===== src/rtl/rom_arb_pkg.sv =====
// Shared definitions for the two-requester ROM read arbiter:
// FSM state encoding, requester count and a small one-hot helper.
package rom_arb_pkg;

    localparam int NUM_REQ = 2;

    typedef enum logic [1:0] {
        IDLE = 2'b00,
        READ = 2'b01,
        RESP = 2'b10
    } state_e;

    // Convert a requester index into its one-hot response/grant vector.
    function automatic logic [NUM_REQ-1:0] idx_to_onehot(input logic idx);
        logic [NUM_REQ-1:0] oh;
        if (idx) begin
            oh = 2'b10;
        end else begin
            oh = 2'b01;
        end
        return oh;
    endfunction

endpackage


===== src/rtl/rom_rr_arbiter.sv =====
// Two-way grant selection. A lone requester always wins; on a tie the
// requester that was NOT granted last wins. Tying last_grant high turns
// this into fixed priority with requester 0 first.
module rom_rr_arbiter
    import rom_arb_pkg::*;
(
    input  logic [NUM_REQ-1:0] valid,
    input  logic               last_grant,
    output logic [NUM_REQ-1:0] grant
);

    // One-hot grant from the current requests and the last-grant index.
    always_comb begin
        grant = 2'b00;
        case (valid)
            2'b01:   grant = 2'b01;
            2'b10:   grant = 2'b10;
            2'b11:   grant = last_grant ? 2'b01 : 2'b10;
            default: grant = 2'b00;
        endcase
    end

endmodule


===== src/rtl/rom_arbiter.sv =====
// Arbitrates two read requesters onto one synchronous-read ROM.
// Flow per read: IDLE (accept) -> READ (ROM latency) -> RESP (hold until
// the owner takes the word). One read per three cycles at best.
// Build option: define ROM_ARB_RR_EN for round-robin arbitration; without
// it requester 0 has fixed priority and no last-grant state exists.
module rom_arbiter
    import rom_arb_pkg::*;
#(
    parameter  int Width = 16,
    parameter  int Depth = 1024,
    localparam int AW    = $clog2(Depth)
) (
    input  logic                  clk,
    input  logic                  rst_n,
    input  logic [NUM_REQ-1:0]    req_valid,
    output logic [NUM_REQ-1:0]    req_ready,
    input  logic [NUM_REQ*AW-1:0] req_addr,
    output logic [NUM_REQ-1:0]    rsp_valid,
    input  logic [NUM_REQ-1:0]    rsp_ready,
    output logic [Width-1:0]      rsp_data,
    output logic [AW-1:0]         rom_addr,
    input  logic [Width-1:0]      rom_data
);

    // Addresses at or above this limit only exist when Depth is not a power
    // of two; they are still presented to the ROM but their data is zeroed.
    localparam logic [AW:0] DEPTH_LIM = (AW + 1)'(Depth);

    state_e            state_q, state_d;
    logic [AW-1:0]     rom_addr_q, rom_addr_d;
    logic              owner_q, owner_d;
    logic              oob_q, oob_d;
    logic              last_grant_s;
    logic [NUM_REQ-1:0] grant_s;
    logic              sel_s;
    logic [AW-1:0]     sel_addr_s;
    logic              accept_s;

`ifdef ROM_ARB_RR_EN
    logic              last_q, last_d;
    assign last_grant_s = last_q;
`else
    // Pretending requester 1 always went last makes ties go to requester 0.
    assign last_grant_s = 1'b1;
`endif

    rom_rr_arbiter u_arb (
        .valid      (req_valid),
        .last_grant (last_grant_s),
        .grant      (grant_s)
    );

    assign sel_s      = grant_s[1];
    assign sel_addr_s = sel_s ? req_addr[AW +: AW] : req_addr[0 +: AW];
    assign accept_s   = (state_q == IDLE) && (grant_s != 2'b00);
    assign rom_addr   = rom_addr_q;

    // Next-state and captured-transaction logic for the read sequence.
    always_comb begin
        state_d    = state_q;
        rom_addr_d = rom_addr_q;
        owner_d    = owner_q;
        oob_d      = oob_q;
`ifdef ROM_ARB_RR_EN
        last_d     = last_q;
`endif
        case (state_q)
            IDLE: begin
                if (accept_s) begin
                    state_d    = READ;
                    rom_addr_d = sel_addr_s;
                    owner_d    = sel_s;
                    oob_d      = ({1'b0, sel_addr_s} >= DEPTH_LIM);
`ifdef ROM_ARB_RR_EN
                    last_d     = sel_s;
`endif
                end else begin
                    state_d = IDLE;
                end
            end
            READ: begin
                state_d = RESP;
            end
            RESP: begin
                if (rsp_ready[owner_q]) begin
                    state_d = IDLE;
                end else begin
                    state_d = RESP;
                end
            end
            default: begin
                state_d = IDLE;
            end
        endcase
    end

    // Handshake outputs: ready only while idle and out of reset, response
    // only in RESP, with out-of-range reads returning zero.
    always_comb begin
        req_ready = 2'b00;
        rsp_valid = 2'b00;
        rsp_data  = {Width{1'b0}};
        if ((state_q == IDLE) && rst_n) begin
            req_ready = grant_s;
        end else begin
            req_ready = 2'b00;
        end
        if (state_q == RESP) begin
            rsp_valid = idx_to_onehot(owner_q);
            rsp_data  = oob_q ? {Width{1'b0}} : rom_data;
        end else begin
            rsp_valid = 2'b00;
            rsp_data  = {Width{1'b0}};
        end
    end

    // Transaction state registers; reset aborts any read in flight.
    always_ff @(posedge clk or negedge rst_n) begin
        if (!rst_n) begin
            state_q    <= IDLE;
            rom_addr_q <= {AW{1'b0}};
            owner_q    <= 1'b0;
            oob_q      <= 1'b0;
        end else begin
            state_q    <= state_d;
            rom_addr_q <= rom_addr_d;
            owner_q    <= owner_d;
            oob_q      <= oob_d;
        end
    end

`ifdef ROM_ARB_RR_EN
    // Last-grant pointer; resets to requester 1 so requester 0 wins first.
    always_ff @(posedge clk or negedge rst_n) begin
        if (!rst_n) begin
            last_q <= 1'b1;
        end else begin
            last_q <= last_d;
        end
    end
`endif

endmodule


===== config.mk =====
export PLATFORM = sky130hd
export DESIGN_NAME = rom_arbiter
export DESIGN_NICKNAME = d
export VERILOG_FILES = /design/src/rtl/rom_arb_pkg.sv /design/src/rtl/rom_rr_arbiter.sv /design/src/rtl/rom_arbiter.sv
export SDC_FILE = /design/constraint.sdc
export NUM_CORES = 1
export LEC_CHECK = 0
export CAP_MARGIN = 20
export CORE_UTILIZATION = 31
export CTS_CLUSTER_SIZE = 30
export DETAILED_ROUTE_END_ITERATION = 10
export PLACE_DENSITY_LB_ADDON = 0.25
export SYNTH_ARGS = -nofsm -noshare
export SYNTH_HDL_FRONTEND = slang
export SYNTH_SLANG_ARGS = --single-unit
export TNS_END_PERCENT = 100

===== constraint.sdc =====
create_clock -name clk -period 2 [get_ports clk]
set_clock_uncertainty 0.05 [all_clocks]
set_input_delay 0.5 -clock clk [delete_from_list [all_inputs] [get_ports clk]]
set_output_delay 0.5 -clock clk [all_outputs]
set_load 0.02 [all_outputs]

======== Word-level counts from Yosys, hierarchy flattened ========
Cells that the tools add are included.
cells by class
  $lt $le $gt $ge ......................... 1
  equal/unequal tests ..................... 5
  mux-type cells .......................... 11
  reduce and logical (&&, ||, !) cells .... 6
operators with widths
  kind                count
  $mux 16             1
  $mux 10             1
  $mux 2              4
  $eq 2x2->1 const B  3
  $pmux 2 s3          1
  $eq 2x1->1 const B  2
  $pmux 2 s2          1
  $mux 1              3
  $logic_and 1x1->1   2
  $logic_not 2->1     1
  $lt 1x2->1 const B  1
  $reduce_and 2->1    1
  $reduce_bool 2->1   1
  $reduce_or 2->1     1
word-level totals
  flip-flop bits (word level) ............. 13
  input port bits ......................... 42
  output and inout bits ................... 30

======== Longest topological paths before layout ========
  word-level depth ........................ 7
  gate-level depth with buffers ........... 4
  mapped depth without buffers ............ 3

======== Hierarchy ========
From an unflattened synthesis, not the netlist that was laid out.
second synthesis, totals
  cell total of the unflattened synthesis .. 69
  area total of the unflattened synthesis .. 847.1 µm²
modules (own cells, without submodules)
  module          instances  cells an instance  area an instance (µm²)  sequential area each (µm²)
  rom_arbiter     1          66                 828.3                   325.3
  rom_rr_arbiter  1          3                  18.8                    0.0

======== Worst setup path after synthesis ========
OpenSTA, ideal clock, no wires.
  path kind ............................... flip-flop to output port
  start point ............................. reg state_q[0]
  end point ............................... out rsp_data[10]
  data arrival time ....................... 1.145 ns
  data required time ...................... 1.450 ns
  setup slack ............................. 0.305 ns
  cell stages (with the launch flop) ...... 4
  path buffers ............................ 1
  cell sequence ........................... dfrtp_1 nor2b_1 clkbuf_1 and2_1
between the ends
  cells in the longest elaborated chain, start to end .. 2
RTL lines
  element                 RTL line            source
  start, declared         rom_arbiter.sv:29   state_e state_q, state_d;
  start signal, assigned  rom_arbiter.sv:125  state_q <= state_d;
  $eq 2x2->1              rom_arbiter.sv:108  if (state_q == RESP) begin
  $mux 16                 rom_arbiter.sv:108
  end, declared           rom_arbiter.sv:20   output logic [Width-1:0] rsp_data,
No other way between the ends.

======== Final worst setup path ========
  start point ............................. in req_valid[1]
  end point ............................... out req_ready[1]
between the ends
  cells in the longest elaborated chain, start to end .. 4
  elaborated cells on any way between the ends .. 6
  classes of those cells .................. eq/ne: 3; mux: 2; reduce/logical: 1
RTL lines
  element                                   RTL line              source
  start, declared                           rom_arbiter.sv:15     input logic [NUM_REQ-1:0] req_valid,
  $eq 2x1->1 or $eq 2x2->1 (tied branches)  rom_rr_arbiter.sv:15  case (valid)
  $reduce_or 2->1 (no line)                 n/a
  $pmux 2 s2 (*)                            rom_rr_arbiter.sv:15
  $mux 2 (*)                                rom_arbiter.sv:103    if ((state_q == IDLE) && rst_n) begin
  end, declared                             rom_arbiter.sv:16     output logic [NUM_REQ-1:0] req_ready,
Every way passes the cells marked *; elsewhere a longest branch is shown, timed or not.

==> metrics.md <==
| Metric | Value |
|---|---|
| Status | `finished, final reports clean` |
| Ys flop type | `dfrtp_1` |
| Largest net degree at the start of global routing | `20` |
| Tmin final | `1970 ps` |
| Register Area | `325 um2` |
| Count leader, synth | `mux2_4` |
| Endpoints failing hold | `0` |
| Root Driver | `clkbuf_4` |
| Detailed Route WL | `2120 um` |
| Tcrit/Tclk final | `98.4%` |
| First-pass GRT wire length | `3230 um` |
| Routed Antenna Nets | `0` |
| Routed via count | `801` |
| WHS | `447 ps` |
| IO Count | `72` |
| Gr ovfl total | `0` |
| Fmax | `508 MHz` |
| Reg2Reg Depth | `4` |
| Starting Density | `33.0%` |
| CTS buffer count | `3` |
| Int Pwr | `1.13 mW` |
| Die area | `0.00287 mm2` |
| # rows | `18` |
| Fill count | `225` |
| Post-synth EDFFs | `0` |
| Die Y | `53.6 um` |
| Async set-or-reset flop fraction in the synthesized netlist | `100%` |
| Psw | `0.695 mW` |
| Diode count | `0` |
| Post-cts hold buffer count | `0` |
| Hold depth | `1` |
| Worst-case clock buffer depth | `2` |
| Share of the synthesized area in the top cell type | `39.4%` |
| Combinational cell fraction of total power | `64.7%` |
| Unique cell type count in the Yosys netlist | `15` |
| Leak | `0.735 nW` |
| Peak VDD IR | `1.06 mV` |
| DR iter-0 viols | `5` |
| Largest area contributor in the netlist | `dfrtp_1` |
| Worst slew margin | `81.5%` |
| Multi-input logic area | `478 um2` |
| Final Util | `62.0%` |
| Net Count, Synth | `108` |
| Avg Cell Area, Syn | `12.5 um2` |
| Per-cell routed wire length | `12.1 um` |
| Critical path type | `in -> out` |
| Vias in the first global route | `776` |
| DPL Wire Length | `1740 um` |
| Post-Synthesis Cells | `66` |
| Synth warn | `0` |
| Initial antenna violation count | `0` |
| NumNets Final | `188` |
| Tot GR Track Use | `15.6%` |
| Clock share of power | `8.6%` |
| Register area share after synthesis | `39.4%` |
| Share of layout cells above drive strength 1 | `35.2%` |
| Cell Pwr Density | `1180 mW/mm2` |
| Post-CTS Setup Repair Bufs | `0` |
| Worst Hold Class | `reg -> reg` |
| Slew Limit Fails | `0` |
| Endpoint arrival time on the critical path | `1420 ps` |
| DRC viols | `0` |
| TritonCTS clock tree | `yes` |
| Cell Area, Synth | `826 um2` |
| Final number of setup-violating endpoints | `0` |
| GPL Wtd Cong | `0.658` |
| Htree depth | `1` |
| Sequential power share | `26.7%` |
| Maxcap violations | `0` |
| Clk sink count | `13` |
| First-pass DRT Iterations | `3` |
| Core Box Area | `0.00250 mm2` |
| Top cells by area, synth | `dfrtp_1, mux2_4, and2_1` |
| CTS clock-pin slew for the worst setup and hold paths | `70 ps` |
| Die W | `53.6 um` |
| Synth Register Bits | `13` |
| Clock Latency Late Sink | `260 ps` |
| Pwr Total | `1.82 mW` |
| Layout area overhead | `87.6%` |
| Vias per cell | `4.58` |
| Required @ worst endpoint | `1450 ps` |
| Sw Share | `38.2%` |
| RSZ-0062 raised after global routing | `no` |
| Worst-Margin Slew | `277 ps` |
| CP Launch Type | `primary input` |
| Setup crit end kind | `output port` |
| Most frequent cells after synthesis | `mux2_4, and2_1, dfrtp_1, nor2b_1` |
| Port Buffer Count | `71` |
| CP max FO | `2` |
-- what timing repair did --
item	CTS	global route
pin swaps	0	0
hold endpoints to repair	0	0
setup endpoints to repair	20	20
resized for setup	26	39
-- per-layer routing --
metal / vias to the layer above / global-route usage [%] / share of wire (%)
li1: 382 / - / -
met1: 355 / 13.8 / 34
met2: 60 / 30.6 / 47
met3: 4 / 5.93 / 17
met4: 0 / 6.58 / 1.6
met5: - / 0 / 0
-- flip-flops by register name, summed over array words and instances, names as in the netlist --
register	cells
rom_addr	10
state_q	2
owner_q	1
-- layout by cell type (no fill, tap or decap) --
cell             synthesis  final
clkdlybuf4s50_1          0     51
mux2_4                  18     18
clkbuf_2                 0     18
and2_1                  17     17
dfrtp_1                 13     13
buf_4                    0      7
clkbuf_4                 0      3
nor2b_1                  3      2
and3_1                   2      2
a21oi_1                  2      2
mux2_2                   2      2
inv_1                    1      1
mux2i_1                  1      1
nand2_1                  1      1
o21ai_0                  1      1
nor2_1                   1      1
o21a_1                   1      1
nor2b_4                  0      1
clkbuf_1                 1      1
buf_2                    0      1
buf_12                   0      1
-- final timing paths --
kind | startpoint | end | slack (ps)
min reg2reg | state_q[1] | state_q[1] | 450
min | state_q[1] | state_q[1] | 450
max | req_valid[1] | req_ready[1] | 30
min in group asynchronous | rst_n | rom_addr[1] | 550
max in group asynchronous | rst_n | state_q[0] | 1200
max reg2reg | state_q[0] | rom_addr[4] | 470
-- area by class of cell --
class                   instances  area share [%]
repair buffers                 78            43.8
multi-input cells              49            30.9
flip-flops and latches         13            21.0
well taps                      30            2.42
clock buffers                   4            1.70
inverters                       1           0.242
-- critical path, stage by stage --
cell,delay (ps)
clkdlybuf4s50_1,490
nor2b_4,140
and3_1,150
buf_4,130
-- cell families (layout without fill, tap and decap cells) --
family | count (synthesis) | count (layout) | share of synthesized area, %
AOI/OAI and AO/OA | 4 | 4 | 2.73
buffers and inverters | 4 | 83 | 3.64
DFF | 13 | 13 | 39.4
muxes | 21 | 21 | 36.7
and+or+nand+nor | 24 | 24 | 17.6
-- power groups by stage --
stage / combinational, mW / sequential, mW / clock, mW
2_1_floorplan: 0.569 / 0.604 / 0
3_3_place_gp: 1.26 / 0.484 / 0
3_5_place_dp: 1.28 / 0.484 / 0
4_1_cts: 1.21 / 0.488 / 0.161
5_1_grt: 1.26 / 0.504 / 0.181
6_report: 1.18 / 0.486 / 0.157
-- per-stage QoR --
| step | std cells | cell area [um2] | setup WS, ps | setup TNS (ps) |
|---|---|---|---|---|
| after floorplan | 66 | 826 | 305 | 0 |
| after global placement | 171 | 1610 | -426 | -4950 |
| final | 175 | 1550 | 32.8 | 0 |
| after CTS | 175 | 1620 | 0.526 | 0 |
| after global routing | 175 | 1550 | 3.83 | 0 |
| after detailed placement | 171 | 1610 | -444 | -5410 |
Power figures use the tool's default switching activity.
